**src/rtl/datapath_pkg.sv**
```systemverilog
// Shared datapath definitions: FunSel operation encodings used by the register
// files, IR and ARF, plus a constant-evaluable ceiling log2.
package datapath_pkg;

  typedef enum logic [1:0] {
    FS_DEC   = 2'b00,
    FS_INC   = 2'b01,
    FS_LOAD  = 2'b10,
    FS_CLEAR = 2'b11
  } funsel_e;

  function automatic int unsigned clog2(input int unsigned n);
    int unsigned r;
    r = 0;
    while ((32'd1 << r) < n) r++;
    return r;
  endfunction

endpackage

```
**src/rtl/funsel_reg_cell.sv**
```systemverilog
// One FunSel-controlled register with restore path, forwarded next value and a
// registered wrap pulse raised after an INC of all-ones or a DEC of zero.
module funsel_reg_cell
  import datapath_pkg::*;
#(
  parameter int unsigned WIDTH = 8
) (
  input  logic             CLK,
  input  logic             RST,
  input  logic             i_en,
  input  logic [1:0]       i_funsel,
  input  logic [WIDTH-1:0] i_data,
  input  logic             i_restore,
  input  logic [WIDTH-1:0] i_restore_val,
  output logic [WIDTH-1:0] o_q,
  output logic [WIDTH-1:0] o_next,
  output logic             o_wrap
);

  logic [WIDTH-1:0] r_q;
  logic             r_wrap;
  logic [WIDTH-1:0] w_next;
  logic             w_wrap_next;

  // Next value ignores RST; the reset override happens at the flop so o_next
  // stays a pure function of the write/restore request.
  always_comb begin
    w_next      = r_q;
    w_wrap_next = 1'b0;
    if (i_restore) begin
      w_next = i_restore_val;
    end else if (i_en) begin
      case (funsel_e'(i_funsel))
        FS_DEC: begin
          w_next      = r_q - 1'b1;
          w_wrap_next = (r_q == '0);
        end
        FS_INC: begin
          w_next      = r_q + 1'b1;
          w_wrap_next = (r_q == '1);
        end
        FS_LOAD:  w_next = i_data;
        FS_CLEAR: w_next = '0;
        default:  w_next = r_q;
      endcase
    end
  end

  always_ff @(posedge CLK) begin
    if (RST) begin
      r_q    <= '0;
      r_wrap <= 1'b0;
    end else begin
      r_q    <= w_next;
      r_wrap <= w_wrap_next;
    end
  end

  assign o_q    = r_q;
  assign o_next = w_next;
  assign o_wrap = r_wrap;

endmodule

```
**src/rtl/param_reg_file.sv**
```systemverilog
// Parametrised general/temporary register file: masked FunSel writes, two read
// ports with optional write bypass, per-register wrap pulses and a shadow bank.
module param_reg_file
  import datapath_pkg::*;
#(
  parameter  int unsigned WIDTH  = 8,
  parameter  int unsigned NREGS  = 4,
  parameter  int unsigned NTEMP  = 4,
  parameter  int unsigned BYPASS = 0,
  localparam int unsigned NTOT   = NREGS + NTEMP,
  localparam int unsigned SELW   = (NTOT > 1) ? clog2(NTOT) : 1
) (
  input  logic             CLK,
  input  logic             RST,
  input  logic [1:0]       FunSel,
  input  logic [NREGS-1:0] RegSel,
  input  logic [NTEMP-1:0] TSel,
  input  logic [WIDTH-1:0] I,
  input  logic [SELW-1:0]  O1Sel,
  input  logic [SELW-1:0]  O2Sel,
  input  logic             Save,
  input  logic             Restore,
  output logic [WIDTH-1:0] O1,
  output logic [WIDTH-1:0] O2,
  output logic [NTOT-1:0]  Wrap
);

  logic [NTOT-1:0]  w_mask;
  logic [WIDTH-1:0] w_q      [NTOT];
  logic [WIDTH-1:0] w_next   [NTOT];
  logic [WIDTH-1:0] w_rd     [NTOT];
  logic [WIDTH-1:0] r_shadow [NTOT];

  assign w_mask = {TSel, RegSel};

  for (genvar g = 0; g < NTOT; g++) begin : g_cell
    funsel_reg_cell #(.WIDTH(WIDTH)) u_cell (
      .CLK           (CLK),
      .RST           (RST),
      .i_en          (w_mask[g]),
      .i_funsel      (FunSel),
      .i_data        (I),
      .i_restore     (Restore),
      .i_restore_val (r_shadow[g]),
      .o_q           (w_q[g]),
      .o_next        (w_next[g]),
      .o_wrap        (Wrap[g])
    );

    // Cell next value already equals state when idle and shadow on Restore.
    always_comb begin
      w_rd[g] = ((BYPASS != 0) && !RST) ? w_next[g] : w_q[g];
    end
  end

  always_ff @(posedge CLK) begin
    if (RST) begin
      for (int unsigned i = 0; i < NTOT; i++) r_shadow[i] <= '0;
    end else if (Save && !Restore) begin
      for (int unsigned i = 0; i < NTOT; i++) r_shadow[i] <= w_q[i];
    end
  end

  // Scan instead of direct indexing so out-of-range selects read zero.
  always_comb begin
    O1 = '0;
    O2 = '0;
    for (int unsigned i = 0; i < NTOT; i++) begin
      if (32'(O1Sel) == i) O1 = w_rd[i];
      if (32'(O2Sel) == i) O2 = w_rd[i];
    end
  end

endmodule

```
**config.mk**
```make
export PLATFORM = sky130hd
export DESIGN_NAME = param_reg_file
export DESIGN_NICKNAME = d
export VERILOG_FILES = /design/src/rtl/datapath_pkg.sv /design/src/rtl/funsel_reg_cell.sv /design/src/rtl/param_reg_file.sv
export SDC_FILE = /design/constraint.sdc
export NUM_CORES = 1
export LEC_CHECK = 0
export BUFFER_PORTS_ARGS = -buffer_cell sky130_fd_sc_hd__buf_4
export CAP_MARGIN = 20
export CORE_MARGIN = 1
export CORE_UTILIZATION = 63
export DETAILED_ROUTE_END_ITERATION = 8
export PLACE_DENSITY = 0.81
export SYNTH_ARGS = -nofsm -noshare
export SYNTH_HDL_FRONTEND = slang
export SYNTH_HIERARCHICAL = 1
export SYNTH_SLANG_ARGS = --single-unit
```
**constraint.sdc**
```tcl
create_clock -name CLK -period 4.4 [get_ports CLK]
set_input_delay 1.1 -clock CLK [delete_from_list [all_inputs] [get_ports CLK]]
set_output_delay 1.1 -clock CLK [all_outputs]
set_load 0.03 [all_outputs]
```
; ---- Yosys cells after proc, flatten, opt, wreduce, memory -nomap -nowiden
; Memories as Yosys holds them, arrays and structs flattened.
; Index checks and enable logic that the tools add are counted.
[totals]
reg_bits = 72
ramBits = 64
in_bits = 28
output_inout_bits = 24
word_cells = 164
n_memories = 1
[mem_list]
columns = memory, depth, width, read_ports, rd_ports_with_merged_regs, wr, line
row1 = r_shadow, 8, 8, 8, 0, 8, param_reg_file.sv:32  ; logic [WIDTH-1:0] r_shadow [NTOT];
[classes]
addsub = 16
n_eq_ne = 25
n_mux = 61
bitwise_logic = 16
n_reduce_logical = 29
[op_table]
columns = operator, count
row1 = $mux 8, 40
row2 = $pmux 8 s4, 8
row3 = $add 8x1->8 const B, 8
row4 = $eq 8x8->1 const B, 8
row5 = $logic_not 8->1, 8
row6 = $sub 8x1->8 const B, 8
row7 = $eq 3x3->1 const B, 8
row8 = $reduce_or 3->1, 8
row9 = $pmux 1 s2, 8
row10 = $reduce_bool 2->1, 8
row11 = $eq 3x2->1 const B, 4
row12 = $not 1->1, 8
row13 = $or 1x1->1, 8
row14 = $eq 3x1->1 const B, 2
row15 = $logic_not 3->1, 2
row16 = $mux 1, 5
row17 = $eq 2x2->1 const B, 2
row18 = $eq 2x1->1 const B, 1
row19 = $logic_not 2->1, 1
row20 = $logic_and 1x1->1, 1
row21 = $logic_not 1->1, 1

; ---- Logic depth before layout (Yosys ltp)
; Gate-level depths: netlist of the first run.
[logic_depth]
depth_word = 9
mapped_depth = 8
ltp_nobuf = 6

; ---- Hierarchy
; Netlist of the first run, hierarchy kept.
[by_module_without_submodules]
columns = module, instances, cells_per_inst, area_each_um2, seq_area_each_um2
row1 = funsel_reg_cell, 8, 114, 918.4, 180.2
row2 = param_reg_file, 1, 255, 3519.6, 1921.8

; ---- Worst setup path before layout of the first run
; Ideal clock, no wire load.
[synth_path]
kind = in2out
start = input port O2Sel[1]
end = output port O2[0]
arrival_ps = 2401
required_time_ps = 3300
setup_slack_ps = 899
cell_stages = 6
n_path_buf = 2
cell_sequence = buf_2 buf_2 mux2i_1 nor2_1 a21oi_1 o21ai_0
[synth_between]
elab_chain_len = 9
elab_cells_between_ends = 16
classes_between = eq/ne: 7 / mux: 8 / reduce/logical: 1
[synth_rtl]
columns = element, line
row1 = "start, declared", param_reg_file.sv:20  ; input logic [SELW-1:0] O2Sel,
row2 = $logic_not 3->1, param_reg_file.sv:70  ; if (32'(O2Sel) == i) O2 = w_rd[i];
row3 = $mux 8 (7 in a row), param_reg_file.sv:70
row4 = $mux 8 *, param_reg_file.sv:70
row5 = "end, declared", param_reg_file.sv:24  ; output logic [WIDTH-1:0] O2,
; Every way passes the cells marked *; elsewhere a longest branch is shown, timed or not.

; ---- Worst setup path after layout of the first run
[layout_path]
start = input port O2Sel[1]
end = output port O2[2]
; Same word-level chain as after synthesis.

==> results of run 1 <==
[per-layer routing]
layer / global-route usage / vias to the layer above / part of all wire
met5: 0 / - / 0
met4: 0.141 / 0 / 0.034
met3: 0.0675 / 75 / 0.080
met2: 0.523 / 437 / 0.46
met1: 0.462 / 4475 / 0.43
li1: - / 4295 / -
[power by group]
| group | internal (mW) | switching, mW |
|---|---|---|
| sequential | 1.41 | 0.140 |
| combinational | 0.443 | 0.546 |
| clock | 0.783 | 0.577 |
| total | 2.64 | 1.26 |
[stage by stage]
| step | total power [mW] | setup slack [ps] | std cells | hold WS, ps | instance area, um^2 |
|---|---|---|---|---|---|
| 2_1_floorplan | 2.28 | 899 | 1119 | 494 | 10600 |
| 3_3_place_gp | 2.52 | 780 | 1324 | 509 | 11000 |
| 3_5_place_dp | 2.54 | 772 | 1324 | 519 | 11000 |
| 4_1_cts | 3.89 | 772 | 1356 | 533 | 11600 |
| 5_1_grt | 4.05 | 688 | 1356 | 537 | 11600 |
| 6_report | 3.90 | 719 | 1356 | 531 | 11600 |
[registers in the layout, indices dropped and copies added, names as in the netlist]
| signal | flops |
|---|---|
| g_cell.u_cell/o_q | 64 |
| g_cell.u_cell/o_wrap | 8 |
| r_shadow | 64 |
[layout by cell type (no fill, tap or decap), types with 17 or more instances in the layout]
master / instances
mux2i_1: 24
o21ai_0: 44
nor3_1: 19
ha_1: 56
nor2_1: 71
nand4b_1: 24
clkbuf_16: 17
nand3b_1: 42
a211oi_1: 24
a21oi_1: 74
buf_4: 60
o22ai_1: 19
edfxtp_1: 64
dfxtp_1: 72
nand2b_1: 44
inv_1: 20
a21o_1: 48
nand2_1: 17
nor2b_1: 42
or2_2: 24
and2_1: 46
[final cells by class]
class,count,area share
tap,220,0.0238
clock buffer,19,0.0383
multi-input combinational,878,0.588
inverter,29,0.00941
timing repair buffer,61,0.0407
sequential,136,0.291
clock inverter,13,0.00920
[worst max-delay path: stages]
cell	delay (ps)
buf_4	330
nor2b_1	420
a21oi_1	120
o21ai_0	360
buf_4	240
[path summary, 6_finish.rpt]
kind | endpoint | slack (ps) | depth (start not counted)
setup reg to reg | g_cell[6].u_cell/o_q[5] | 2330 | 5
hold reg to reg | g_cell[4].u_cell/o_q[7] | 530 | 2
hold / removal | g_cell[4].u_cell/o_q[7] | 530 | 2
setup / recovery | O2[2] | 720 | 5
==> metrics, run 1 <==
CTS buffer count=17; Hold Crit Start=r_shadow[1][7]; number of routed nets with antenna violations=0; Crit Path Category=input port to output pin; mapped cell area=10600 um^2; Die ar.=17300 um^2; # IOs=52; final setup violating endpoints=0; Die W=132 um; Max Slew Vio Count=0; post-synthesis cell count=1119; Max Clock Freq=0.272 GHz; syn nets=between 1000 and 1500; Remaining Overflow, GRT=0; core area=16500 um^2; Final Hold Viols=0; DR WL/cell=approximately 22 um; Vias per Instance=6.85; crit share post-route=0.837; crit end category=output pin; Pwr Density=338 nW/um^2; run status=finished, final reports clean; Root Buffer=clkbuf_16; Initial Util=0.643; clk_lat worst skew=430 ps; routability cong.=0.891; area of the multi-input gates=6800 um^2; pin count of the biggest net entering global routing=65; CTS resizes=0; synth warn=6; sum of negative setup slack=0 ps; CTS Sinks=between 100 and 150; CTS tree=built; CTS H-tree depth=4; CP Data Arrival Time=around 2600 ps; Area Growth Syn to Fin=9.22%; Max Clock Skew=8.63 ps; CTS Buffer Depth=2; Reg clk slew, reported paths=approximately 60 ps; layout cells sized above 1=0.134; Slew @ Worst Pin=986 ps; Mapped Avg Cell Area=around 9.5 um^2; gr usage total=0.338; first-pass GRT wire length=45900 um; Layout Nets=1215; RR Startpoint=g_cell[6].u_cell/o_q[1]; initial antenna violation count=0; Slew headroom=0.343; Initial DRC Count=848; RSZ-0062 raised after global routing=false; CP Data Required Time=3300 ps; total area of sequential cells=~3400 um^2; Max Cap Viol=0; Post-DP HPWL=18700 um; vias in the first global route=8549; Post-CTS Setup Bufs=0; CP Launch Type=input port; die boundary height=132 um; Antenna diodes=0; filler cell count=1284; total vias in the final route=between 9000 and 10000; fin util=0.702; CP max FO=36; crit path launch=O2Sel[1]; Hold Crit Class=register to register; wire length after detailed routing=roughly 29000 um; fin crit period=3680 ps; Leak=around 4.7 nW; VDD IR max=between 0.0002 and 0.0003 V; post-route DRC violation count=0; Post-CTS Hold Fix Bufs=0; Rows=47; IO Port Bufs=51; DR pass1 iterations=5
Note: power is estimated with default switching activity, not from simulation.
==> inputs of run 2 (changes only) <==
- CORE_UTILIZATION: 63 -> 57
- PLACE_DENSITY: 0.81 -> 0.78
- clock period: 4.4 -> 3 ns (I/O delays scaled with it)
==> run 2 against run 1 <==
Effect of this change: the flow now finishes with violations (design-rule violations); global-route usage fell by 2.1 points; wire length increased by 2.4%; sequential power rose by 46%; core utilization down 4.8 points; sequential share of layout area shrank 0.68 points; clock skew is 1.4 ps higher; highest routed layer unchanged.
==> metrics, run 2 (synthesized netlist as in run 1, its figures left out) <==
initial antenna violation count=0 (unchanged); crit share post-route=0.965; CTS Sinks=136 (unchanged); CTS Buffer Depth=2 (unchanged); final setup violating endpoints=0 (unchanged); Final Hold Viols=0 (unchanged); number of routed nets with antenna violations=0 (unchanged); internal power=4.02 mW (+52%); clock share of power=0.358 (+0.010); combinational power share=0.257 (+0.003); Area Growth Syn to Fin=11.8%; Switching Share=0.317 (-0.00636); Die W=138 um (+5.1%); Reg power frac=0.385 (-0.013); R2R Setup Slk=920 ps (-1410 ps); Remaining Overflow, GRT=0 (unchanged); Final Instance Area=11800 um^2 (+2.4%); Reg2Reg Capture Point=g_cell[0].u_cell/o_q[5]; VDD IR max=0.000398 V (+34%); CP Data Required Time=2250 ps (-1050 ps); Post-DP HPWL=19900 um (+6.4%); most frequent cells in the layout=83 x buf_4, 74 x a21oi_1, 72 x dfxtp_1; Rows=49 (+4.3%); total vias in the final route=9445 (+1.8%); Max Clock Skew=9.99 ps (+1.36 ps); CTS H-tree depth=4 (unchanged); Slew headroom=0.588 (+0.246); # IOs=52 (unchanged); Post-CTS Setup Bufs=0 (unchanged); CTS tree=built; routability cong.=0.988 (+11%); Pwr Density=497 nW/um^2 (+47%); post-route DRC violation count=5 (+5); Initial Util=0.585 (-0.0576); run status=finished, violations left; CP Data Arrival Time=2150 ps (-430 ps); slack of the critical path=104 ps (-615 ps); pin count of the biggest net entering global routing=53 (-18%); RSZ-0062 raised after global routing=false; Reg clk slew, reported paths=60 ps (about the same); DP Area=11300 um^2 (+2.2%); crit end category=output pin; Max Cap Viol=0 (unchanged); Max Clock Freq=0.345 GHz; Post-CTS Hold Fix Bufs=0 (unchanged); layout cells sized above 1=0.153 (+0.0194); Slew @ Worst Pin=617 ps (-369 ps); fin util=0.655 (-0.0476); Worst Hold Slack=526 ps (-4.65 ps); RR Startpoint=g_cell[0].u_cell/o_q[1]; Antenna diodes=0 (unchanged); Crit Path Category=input port to output pin; DR pass1 iterations=7 (+2); Vias per Instance=6.79 (-0.80%); Leak=4.88 nW (+3.4%); commonest non-fill, non-tap cell in the layout=buf_4; CP max FO=16 (-56%); CTS resizes=0 (unchanged); core area=18100 um^2 (+9.8%); fin crit period=a little under 3000 ps; die boundary height=138 um (+5.1%); Die ar.=19100 um^2 (+10%); r2r worst-path depth=5 (unchanged); CTS buffer count=17 (unchanged); Hold Crit Class=register to register; gr usage total=0.317 (-0.0212); area of the multi-input gates=6800 um^2 (unchanged); Initial DRC Count=991 (+17%); first-pass GRT wire length=47700 um (+4.0%); filler cell count=1454 (+13%); Worst Setup Slack post-DPL=90.0 ps (-682 ps); worst hold endpoint=g_cell[7].u_cell/o_q[7]; sum of negative setup slack=0 ps (unchanged); DR WL/cell=21.5 um (-0.20%); vias in the first global route=8988 (+5.1%); CP Launch Type=input port; IO Port Bufs=51 (unchanged); total area of sequential cells=3360 um^2 (unchanged); Layout Nets=1241 (+2.1%); Hold Crit Start=r_shadow[1][31]; violated checks=design-rule violations; net switching power=1.87 mW (+48%); Max Slew Vio Count=0 (unchanged); wire length after detailed routing=30000 um (+2.4%); Root Buffer=clkbuf_16; clk_lat worst skew=430 ps (about the same); hold depth=2 (unchanged)
run 2: changes by cell type in the layout (fill, tap and decap cells not counted), sizes merged:
cell / previous run / this run
buf: 61 / 87
clkinv: 14 / 11
clkbuf: 19 / 21
clkinvlp: 6 / 4
inv: 21 / 23
bufinv: 1 / 2
run 2: area by class of cell:
class | instances | area share
tap | 229 | 0.0242
timing repair buffer | 87 | 0.0594
clock buffer | 21 | 0.0389
clock inverter | 11 | 0.0103
inverter | 29 | 0.00919
sequential | 136 | 0.284
multi-input combinational | 878 | 0.574
run 2: worst max path at each step:
stage | slack, ps | startpoint | endpoint | cells after the start
finish | 100 | O1Sel[0] | O1[5] | 4
global route | 70 | O2Sel[0] | O2[5] | 5
floorplan | 50 | FunSel[1] | g_cell[0].u_cell/o_q[5] | 8
global placement | 130 | O1Sel[0] | O1[7] | 4
detailed placement | 90 | FunSel[0] | g_cell[1].u_cell/o_q[5] | 8
CTS | 110 | O1Sel[0] | O1[5] | 4
run 2: metrics by stage:
step,std cells,power (mW)
floorplan,1119,3.34
global placement,1359,3.74
detailed placement,1359,3.77
CTS,1391,5.87
global route,1391,6.13
finish,1391,5.89
run 2: power groups by stage:
stage	Sequential (mW)	Clock (mW)	Combinational, mW
2_1_floorplan	2.22	0	1.11
3_3_place_gp	2.29	0	1.45
3_5_place_dp	2.29	0	1.48
4_1_cts	2.25	2.12	1.50
5_1_grt	2.28	2.19	1.65
6_report	2.27	2.11	1.51
run 2: critical path, stage by stage:
cell and delay [ps]:
buf_4 260, mux4_1 650, mux2_2 310, buf_4 170
run 2: per-layer routing:
layer,track usage,vias up,share of wire,routed length [um]
li1,-,4357,-,-
met1,0.412,4573,0.43,12800
met2,0.506,442,0.45,13500
met3,0.0741,73,0.091,2730
met4,0.140,0,0.032,961
met5,0,-,0,0
